<file path="src/rtl/jogador_automatico.sv">
// jogador_automatico: automatic player for the Genius memory game.
// Records each round shown on leds, then replays it on chaves with fixed
// press/release timing once vez_jogador rises.
// Optional build macro JOGADOR_ERRO_INJETADO_EN adds input errar_na_jogada,
// which rotates the replayed entry at that 1-based position to force an error.
module jogador_automatico #(
   parameter int unsigned MAX_JOGADAS = 16, // capture depth, 2..31
   parameter int unsigned T_PRESS     = 3,  // cycles each chave is held, >= 1
   parameter int unsigned T_GAP       = 3,  // cycles of 0000 between presses, >= 1
   parameter int unsigned T_THINK     = 2   // cycles from vez_jogador rise to first press, >= 1
) (
   input  logic       clock,
   input  logic       reset,
   input  logic       habilitar,
   input  logic [3:0] leds,
   input  logic       vez_jogador,
   input  logic       acertou,
   input  logic       errou,
   input  logic       timeout,
`ifdef JOGADOR_ERRO_INJETADO_EN
   input  logic [4:0] errar_na_jogada,
`endif
   output logic [3:0] chaves,
   output logic       ocupado,
   output logic       erro_captura,
   output logic       overflow,
   output logic [4:0] num_capturadas,
   output logic [3:0] db_estado
);

   localparam int unsigned AW    = $clog2(MAX_JOGADAS);
   localparam logic [4:0]  MAX_N = 5'(MAX_JOGADAS);

   typedef enum logic [3:0] {
      IDLE      = 4'd0,
      CAPTURA   = 4'd1,
      PENSA     = 4'd2,
      PRESSIONA = 4'd3,
      SOLTA     = 4'd4,
      AGUARDA   = 4'd5,
      FIM       = 4'd6
   } estado_t;

   estado_t    estado;
   logic [3:0] mem [MAX_JOGADAS];
   logic [3:0] leds_prev;
   logic       vez_prev;
   logic [4:0] indice;
   logic [7:0] timer;

   logic          vez_sobe;
   logic          vez_desce;
   logic          cap_evento;
   logic          cap_grava;
   logic [4:0]    cap_base;
   logic [4:0]    indice_prox;
   logic [AW-1:0] idx_press;
   logic [3:0]    valor_press;

   // Edge detection, capture qualification and next press value
   always_comb begin
      vez_sobe    = vez_jogador & ~vez_prev;
      vez_desce   = ~vez_jogador & vez_prev;
      // A rise in CAPTURA still accepts the entry shown in that same cycle
      cap_evento  = (leds_prev == '0) && (leds != '0) &&
                    (((estado == CAPTURA) && (!vez_jogador || vez_sobe)) ||
                     ((estado == AGUARDA) && !vez_jogador));
      // Leaving AGUARDA starts a new round, so a coincident entry goes to slot 0
      cap_base    = ((estado == AGUARDA) && vez_desce) ? '0 : num_capturadas;
      cap_grava   = cap_evento && $onehot(leds) && (cap_base < MAX_N);
      indice_prox = indice + 5'd1;
      idx_press   = (estado == PENSA) ? indice[AW-1:0] : indice_prox[AW-1:0];
      valor_press = mem[idx_press];
`ifdef JOGADOR_ERRO_INJETADO_EN
      if ((errar_na_jogada != '0) &&
          (errar_na_jogada == (((estado == PENSA) ? indice : indice_prox) + 5'd1)))
         valor_press = {valor_press[2:0], valor_press[3]};
`endif
   end

   // Capture buffer storage (contents need no reset)
   always_ff @(posedge clock) begin
      if (cap_grava)
         mem[cap_base[AW-1:0]] <= leds;
   end

   // Main control FSM with registered chaves and status flags
   always_ff @(posedge clock or negedge reset) begin
      if (!reset) begin
         estado         <= IDLE;
         chaves         <= '0;
         erro_captura   <= 1'b0;
         overflow       <= 1'b0;
         num_capturadas <= '0;
         indice         <= '0;
         timer          <= '0;
         leds_prev      <= '0;
         vez_prev       <= 1'b0;
      end else begin
         leds_prev <= leds;
         vez_prev  <= vez_jogador;

         if (cap_evento && !$onehot(leds))
            erro_captura <= 1'b1;
         if (cap_evento && $onehot(leds) && (cap_base >= MAX_N))
            overflow <= 1'b1;
         if (cap_grava)
            num_capturadas <= cap_base + 5'd1;

         if (!habilitar) begin
            estado <= IDLE;
            chaves <= '0;
         end else if ((estado != IDLE) && (acertou || errou || timeout)) begin
            estado <= FIM;
            chaves <= '0;
         end else begin
            case (estado)
               IDLE: begin
                  estado         <= CAPTURA;
                  num_capturadas <= '0;
                  erro_captura   <= 1'b0;
                  overflow       <= 1'b0;
                  indice         <= '0;
               end
               CAPTURA: begin
                  if (vez_sobe) begin
                     if ((num_capturadas != '0) || cap_grava) begin
                        estado <= PENSA;
                        timer  <= 8'(T_THINK - 1);
                        indice <= '0;
                     end else begin
                        erro_captura <= 1'b1;
                     end
                  end
               end
               PENSA: begin
                  if (timer == '0) begin
                     estado <= PRESSIONA;
                     chaves <= valor_press;
                     timer  <= 8'(T_PRESS - 1);
                  end else begin
                     timer <= timer - 8'd1;
                  end
               end
               PRESSIONA: begin
                  if (timer == '0) begin
                     estado <= SOLTA;
                     chaves <= '0;
                     timer  <= 8'(T_GAP - 1);
                  end else begin
                     timer <= timer - 8'd1;
                  end
               end
               SOLTA: begin
                  if (timer == '0) begin
                     if (indice < MAX_N)
                        indice <= indice_prox;
                     if (indice_prox >= num_capturadas) begin
                        estado <= AGUARDA;
                     end else begin
                        estado <= PRESSIONA;
                        chaves <= valor_press;
                        timer  <= 8'(T_PRESS - 1);
                     end
                  end else begin
                     timer <= timer - 8'd1;
                  end
               end
               AGUARDA: begin
                  if (vez_desce) begin
                     estado         <= CAPTURA;
                     num_capturadas <= cap_grava ? 5'd1 : 5'd0;
                  end
               end
               FIM: begin
                  estado <= FIM;
               end
               default: begin
                  estado <= IDLE;
                  chaves <= '0;
               end
            endcase
         end
      end
   end

   // Status decoded from the state register
   always_comb begin
      ocupado   = (estado != IDLE) && (estado != FIM);
      db_estado = estado;
   end

endmodule

</file>
<file path="config.mk">
export PLATFORM = sky130hd
export DESIGN_NAME = jogador_automatico
export DESIGN_NICKNAME = d
export VERILOG_FILES = /design/src/rtl/jogador_automatico.sv
export SDC_FILE = /design/constraint.sdc
export NUM_CORES = 1
export LEC_CHECK = 0
export CAP_MARGIN = 40
export CORE_AREA = 2 2 96 98
export CTS_CLUSTER_DIAMETER = 100
export DETAILED_ROUTE_END_ITERATION = 16
export DIE_AREA = 0 0 98 100
export PLACE_DENSITY = 0.78
export SLEW_MARGIN = 20
export SYNTH_ARGS = -nofsm -noshare
export SYNTH_HDL_FRONTEND = slang
export SYNTH_SLANG_ARGS = --single-unit
export TNS_END_PERCENT = 100
</file>
<file path="constraint.sdc">
create_clock -name clock -period 3.1 [get_ports clock]
set_clock_uncertainty 0.15 [all_clocks]
set_input_delay 0.465 -clock clock [delete_from_list [all_inputs] [get_ports clock]]
set_output_delay 0.465 -clock clock [all_outputs]
set_load 0.02 [all_outputs]
</file>
==> impl_metrics.env, run 1 <==
export IMPL_maxSlewViolCount=0
export IMPL_setup_violations_final=0
export IMPL_io_pin_count=27
export IMPL_worst_setup_hold_path_clk_slew_ps=100
export IMPL_final_antenna_net_count=0
export IMPL_ctsLongestPathBuffers=2
export IMPL_first_iter_violations=323
export IMPL_die_w_um=98
export IMPL_place_gp_congestion=0.860
export IMPL_worst_hold_path_type="primary input to async pin"
export IMPL_endpoint_kind="register"
export IMPL_reg2reg_slack_ps=260
export IMPL_globalRouteTotalUtil_pct=26.6
export IMPL_critical_path_top_delay_cell="fa_1"
export IMPL_synth_top_flop_cell="edfxtp_1"
export IMPL_status="finished, final reports clean"
export IMPL_grt_max_degree=37
export IMPL_maxSlewHeadroom_pct=48.9
export IMPL_period_utilisation_layout_pct=96.9
export IMPL_postSynthCellCount=507
export IMPL_path_max_fanout=9
export IMPL_wl_um=12700
export IMPL_reg_area_um2=2720
export IMPL_timing_fmax_mhz=333
export IMPL_initial_utilization_pct=57.5
export IMPL_crit_required_ps=3200
export IMPL_worst_pin_slew_ps=761
export IMPL_design_die_area_um2=9800
export IMPL_routed_wire_length_per_instance_um=18.4
export IMPL_synthToLayoutAreaGrowth_pct=18.9
export IMPL_finish_net_count=604
export IMPL_total_power_mw=4.28
export IMPL_max_cap_violations=0
export IMPL_synth_avg_cell_area_um2=10.1
export IMPL_whs_ps=359
export IMPL_synth_cell_types=59
export IMPL_edff_count_synth=64
export IMPL_diodes=0
export IMPL_mappedNetlistArea_um2=5110
export IMPL_critPathBufInv=5
export IMPL_multi_input_comb_area_um2=2280
export IMPL_vias=4244
export IMPL_grt_first_pass_wirelength_um=20500
export IMPL_grt_overflow_total=0
export IMPL_grt_setup_unrepaired="false"
export IMPL_cts_tree="done"
export IMPL_buffer_ports_inserted=25
export IMPL_die_boundary_height_um=100
export IMPL_cts_root_buf="clkbuf_8"
export IMPL_crit_arrival_ps=3110
export IMPL_most_common_layout_cells="nand2_1, edfxtp_1, buf_4"
export IMPL_clk_latency_ps=360
export IMPL_final_min_clock_period_ps=3000
export IMPL_cts_htree_levels=3
export IMPL_core_area_um2=8890
export IMPL_first_pass_iters=5
export IMPL_worst_setup_path_type="primary input to register"
export IMPL_detail_route_vias_per_cell=6.12
export IMPL_synth_net_count=534
export IMPL_synth_seq_cells=96
export IMPL_dpl_hpwl_um=8800
export IMPL_fraction_of_final_layout_cells_sized_beyond_drive_strength_1_pct=16.8
export IMPL_postSynth_asyncResetShare_pct=33.3
export IMPL_timing_critical_path_mode_cell="buf_4"
export IMPL_power_density_nw_per_um2=704
export IMPL_grt_antenna_before_repair=0
export IMPL_timing_rr_end="indice[0]"
export IMPL_power_ir_vdd_worst_uv=350
export IMPL_worstPathCellList="clkdlybuf4s15_1 > inv_2 > fa_1 > inv_1 > ha_1 > ha_4 > nor3b_4 > buf_4 > nand3_2 > o2111ai_4 > o311a_1 > buf_4 > o31ai_1 > a22o_1"
export IMPL_grt_pass1_vias=4168
export IMPL_rr_startpoint="timer[4]"
export IMPL_p_leak_nw=2.33
export IMPL_final_hold_violation_count=0
export IMPL_critical_path_startpoint_category="primary input"
export IMPL_rr_worst_depth=6
export IMPL_fillCellCount=648
export IMPL_numCtsBuffers=9
export IMPL_num_rows=35
export IMPL_cts_sinks=96
export IMPL_remaining_drc_errors=0
export IMPL_critical_path_max_stage_delay_ps=540
export IMPL_synth_yosys_warnings=0
export IMPL_critical_path_top_delay_family="adder cells"
export IMPL_portion_of_the_post_synthesis_area_used_by_sequential_elements_pct=53.3
[synthesized netlist by cell type, drive strengths merged (3+ instances only)]
master | instances | area (um^2)
nand2 | 65 | 244
edfxtp | 64 | 1920
nor2 | 41 | 154
a21oi | 32 | 164
dfrtp | 32 | 801
o21ai | 24 | 120
nor3 | 23 | 120
inv | 22 | 82.6
nand3 | 20 | 113
clkbuf | 19 | 71.3
ha | 15 | 188
nor2b | 14 | 87.6
a211oi | 13 | 97.6
o22ai | 13 | 81.3
a31oi | 10 | 62.6
o31ai | 9 | 67.6
and2 | 8 | 50.1
mux2 | 6 | 67.6
mux2i | 6 | 60.1
nand2b | 6 | 37.5
xnor2 | 6 | 52.6
and3 | 5 | 31.3
buf | 5 | 26.3
or3 | 5 | 31.3
o21a | 4 | 30.0
nand3b | 3 | 22.5
nand4 | 3 | 18.8
nor4b | 3 | 32.5
[routing by layer]
| layer | track usage [%] | vias to the layer above | routed length (um) |
|---|---|---|---|
| li1 | - | 1990 | - |
| met1 | 33.8 | 2033 | 5060 |
| met2 | 46.8 | 189 | 6570 |
| met3 | 3.83 | 32 | 842 |
| met4 | 9.62 | 0 | 270 |
| met5 | 0 | - | 0 |
[through the flow]
stage	utilization (%)	cells	setup TNS, ps	instance area, um^2	setup slack, ps
finish	68.3	693	0	6080	95.9
floorplan	-	507	-570	5140	-35.6
CTS	68.0	692	0	6040	9.98
global placement	65.7	674	-40180	5840	-571
detailed placement	65.8	675	-45460	5850	-644
global route	68.3	693	0	6080	7.95
[sequential cells by signal, indices dropped and copies added (netlist names)]
register	count
overflow	1
mem	64
timer	8
vez_prev	1
num_capturadas	5
erro_captura	1
db_estado	3
indice	5
leds_prev	4
chaves	4
[worst max-delay path by stage]
stage               startpoint         end  slack (ps)  depth (start not counted)
global placement       leds[0]   mem[4][1]        -570                         13
detailed placement     leds[0]   mem[4][1]        -640                         13
CTS                    leds[3]  mem[15][0]          10                         13
finish                 leds[3]    timer[2]         100                         14
global route           leds[3]  mem[10][2]           8                         12
floorplan              leds[0]   mem[7][0]         -40                         10
[power breakdown]
group / internal [mW] / total (mW) / switching, mW
logic: 0.804 / 2.02 / 1.22
clock network: 0.296 / 0.733 / 0.438
registers: 1.44 / 1.52 / 0.0769
total: 2.54 / 4.28 / 1.73
[final cells by class]
| type | instances | area share [%] |
|---|---|---|
| inverters | 22 | 1.36 |
| clock inverters | 6 | 0.680 |
| flip-flops and latches | 96 | 44.8 |
| multi-input cells | 365 | 37.5 |
| clock buffers | 10 | 2.10 |
| well taps | 111 | 2.29 |
| repair buffers | 83 | 11.2 |
[repair_timing]
item	4_1_cts	5_1_grt
buffers inserted	1	1
pin swaps	6	4
cloned	0	0
setup endpoints to repair	81	57
resized for setup	12	6
hold buffers	0	0
[logic make-up after synthesis]
| kind of cell | share of synthesized area [%] |
|---|---|
| flops | 53.3 |
| xor+xnor | 1.37 |
| other cells | 0.0734 |
| mux | 2.50 |
| fa+ha+maj | 4.06 |
| buf+inv | 3.53 |
| compound gates | 15.2 |
| simple gates | 20.0 |
(Power assumes the default switching activity.)
==> inputs of run 2 (changes only) <==
--- a/config.mk
+++ b/config.mk
@@ -5,12 +5,13 @@
 export SDC_FILE = /design/constraint.sdc
 export NUM_CORES = 1
 export LEC_CHECK = 0
+export ABC_AREA = 1
 export CAP_MARGIN = 40
-export CORE_AREA = 2 2 96 98
+export CORE_AREA = 2 2 95 97
 export CTS_CLUSTER_DIAMETER = 100
 export DETAILED_ROUTE_END_ITERATION = 16
-export DIE_AREA = 0 0 98 100
-export PLACE_DENSITY = 0.78
+export DIE_AREA = 0 0 97 99
+export PLACE_DENSITY = 0.79
 export SLEW_MARGIN = 20
 export SYNTH_ARGS = -nofsm -noshare
 export SYNTH_HDL_FRONTEND = slang
==> run 2 against run 1 <==
Net effect:
- fmax up 2.0%
- sequential power rose by 5%
- non-clock buffer count is 28 lower
- global-route usage down 1.1 points
- largest cell class unchanged
- highest routed layer unchanged
==> impl_metrics.env, run 2 <==
export IMPL_power_density_nw_per_um2=835
export IMPL_synth_largest_area_cell="edfxtp_1"
export IMPL_period_utilisation_layout_pct=95.0
export IMPL_postSynth_asyncResetShare_pct=33.3
export IMPL_final_common_cell="nand3_1"
export IMPL_cts_sinks=96
export IMPL_synth_avg_cell_area_um2=9.40
export IMPL_multi_input_comb_area_um2=2100
export IMPL_synth_top_flop_cell="edfxtp_1"
export IMPL_num_rows=34
export IMPL_io_pin_count=27
export IMPL_ctsLongestPathBuffers=2
export IMPL_largest_register_ff_count=64
export IMPL_core_area_um2=8550
export IMPL_fraction_of_final_layout_cells_sized_beyond_drive_strength_1_pct=15.7
export IMPL_synth_net_count=566
export IMPL_cts_root_buf="clkbuf_8"
export IMPL_final_min_clock_period_ps=2940
export IMPL_maxSlewHeadroom_pct=54.4
export IMPL_total_power_mw=4.88
export IMPL_crit_arrival_ps=3070
export IMPL_synth_most_common_cell="nand3_1"
export IMPL_grt_overflow_total=0
export IMPL_grt_setup_unrepaired="false"
export IMPL_synth_yosys_warnings=0
export IMPL_ys_top_cells_by_area="edfxtp_1, dfrtp_1, nand3_1"
export IMPL_grt_antenna_before_repair=0
export IMPL_synth_seq_cells=96
export IMPL_worst_pin_slew_ps=684
export IMPL_share_of_the_synthesized_area_in_the_top_cell_type_pct=37.9
export IMPL_die_w_um=97
export IMPL_cell_total_after_placement=688
export IMPL_critical_path_top_delay_family="adder cells"
export IMPL_synth_cell_types=43
export IMPL_dpl_hpwl_um=8100
export IMPL_diodes=0
export IMPL_synth_top_cells_by_count="nand3_1, nand2_1, edfxtp_1, inv_1, nor2_1"
export IMPL_critical_path_max_stage_delay_ps=530
export IMPL_grt_first_pass_wirelength_um=19300
export IMPL_reg_area_um2=2720
export IMPL_worst_setup_hold_path_clk_slew_ps=110
export IMPL_worst_hold_path_type="primary input to async pin"
export IMPL_timing_fmax_mhz=340
export IMPL_place_gp_congestion=0.936
export IMPL_finish_utilization_pct=68.4
export IMPL_numCtsBuffers=9
export IMPL_most_common_layout_cells="nand3_1, nand2_1, edfxtp_1"
export IMPL_edff_count_synth=64
export IMPL_vias=4085
export IMPL_mappedNetlistArea_um2=5070
export IMPL_die_boundary_height_um=99
export IMPL_design_die_area_um2=9600
export IMPL_maxSlewViolCount=0
export IMPL_postSynthCellCount=539
export IMPL_final_hold_violation_count=0
export IMPL_fillCellCount=614
export IMPL_worst_setup_path_type="primary input to register"
export IMPL_final_antenna_net_count=0
export IMPL_cts_htree_levels=3
export IMPL_initial_utilization_pct=59.2
export IMPL_max_cap_violations=0
export IMPL_buffer_ports_inserted=25
export IMPL_finalInstanceArea_um2=5850
export IMPL_synthToLayoutAreaGrowth_pct=15.4
export IMPL_portion_of_the_post_synthesis_area_used_by_sequential_elements_pct=53.7
export IMPL_remaining_drc_errors=0
export IMPL_grt_pass1_vias=4033
export IMPL_endpoint_kind="register"
export IMPL_worstPathCellList="clkdlybuf4s50_1 > inv_1 > fa_1 > inv_1 > ha_1 > ha_4 > nor3b_4 > nand3_4 > buf_4 > nand3_4 > nand2_4 > nor2_4 > o21ai_1"
export IMPL_clk_latency_ps=380
export IMPL_power_ir_vdd_worst_uv=588
export IMPL_path_max_fanout=8
export IMPL_finished_layout_cells=705
export IMPL_p_leak_nw=2.44
export IMPL_place_area_um2=5590
export IMPL_hold_buffers=0
export IMPL_critPathBufInv=4
export IMPL_status="finished, final reports clean"
export IMPL_critical_path_top_delay_cell="fa_1"
export IMPL_detail_route_vias_per_cell=5.79
export IMPL_setup_violations_final=0
export IMPL_critical_path_startpoint_category="primary input"
export IMPL_cts_tree="done"
export IMPL_first_pass_iters=5
export IMPL_routed_wire_length_per_instance_um=16.3
export IMPL_finish_net_count=619
export IMPL_wl_um=11500
export IMPL_globalRouteTotalUtil_pct=25.5
export IMPL_first_iter_violations=364
export IMPL_crit_required_ps=3230
export IMPL_grt_max_degree=34
## run 2: changes by cell type in the layout (fill, tap and decap cells not counted), sizes merged, moves of 13 or more
cell    delta
a21oi     -19
nand2     +45
a211oi    -13
nor3      -18
nor2b     -14
nor2      +15
buf       -28
nand3    +102
inv       +34
## run 2: area by class of cell
cell class / instances / share of cell area [%]
sequential: 96 / 46.6
multi-input combinational: 376 / 36.0
timing repair buffer: 55 / 8.13
inverter: 54 / 3.55
tap: 108 / 2.31
clock buffer: 9 / 2.12
clock inverter: 7 / 1.35
## run 2: cell families after synthesis
family | after synthesis | share of synthesized area (%)
flops | 96 | 53.7
xor+xnor | 4 | 0.691
other cells | 1 | 0.0740
compound gates | 44 | 5.14
buf+inv | 68 | 5.78
simple gates | 310 | 30.5
fa+ha+maj | 16 | 4.10
## run 2: through the flow
step / hold WS, ps / setup WS, ps / setup TNS, ps
2_1_floorplan: 19.4 / 167 / 0
3_3_place_gp: 350 / -334 / -21990
3_5_place_dp: 348 / -393 / -27270
4_1_cts: 341 / 6.61 / 0
5_1_grt: 388 / 17.1 / 0
6_report: 323 / 155 / 0
## run 2: worst paths after layout
kind,end,cells past startpoint,start,slack [ps]
max in group asynchronous,num_capturadas[1],2,reset,2160
min reg2reg,indice[3],2,indice[3],370
max,timer[3],13,leds[0],160
min,indice[4],2,reset,320
max reg2reg,chaves[3],13,indice[0],350
min in group clock,indice[3],2,indice[3],370
## run 2: power breakdown
part	internal (mW)	switching [mW]	total, mW
Clock	0.325	0.509	0.834
Combinational	0.821	1.63	2.46
Sequential	1.46	0.127	1.59
Total	2.61	2.27	4.88
## run 2: layer usage
layer | up-vias | GRT usage [%] | share of wire [%]
met4 | 0 | 11.2 | 2.6
met3 | 31 | 2.91 | 7.6
li1 | 1964 | - | -
met5 | - | 0 | 0
met1 | 1915 | 33.9 | 41
met2 | 175 | 42.9 | 48
## run 2: repair_timing
action                     in CTS  in global routing
gates cloned                    0                  1
pin swaps                       1                  3
setup endpoints to repair      10                 80
gates resized for setup         0                 10
setup buffers                   0                  0
==> inputs of run 3 (changes only) <==
==> constraint.sdc (replaced) <==
create_clock -name clock -period 3.1 [get_ports clock]
set_clock_uncertainty 0.15 [all_clocks]
set_input_delay 0.465 -clock clock [delete_from_list [all_inputs] [get_ports clock]]
set_output_delay 0.465 -clock clock [all_outputs]
set_load 0.01 [all_outputs]
==> results of run 3 <==
Same layout as run 2 (identical final DEF). Status: finished, final reports clean.
Main changes from that run: total power 4.88 mW -> 4.85 mW; worst IR drop on VDD 588 uV -> 570 uV
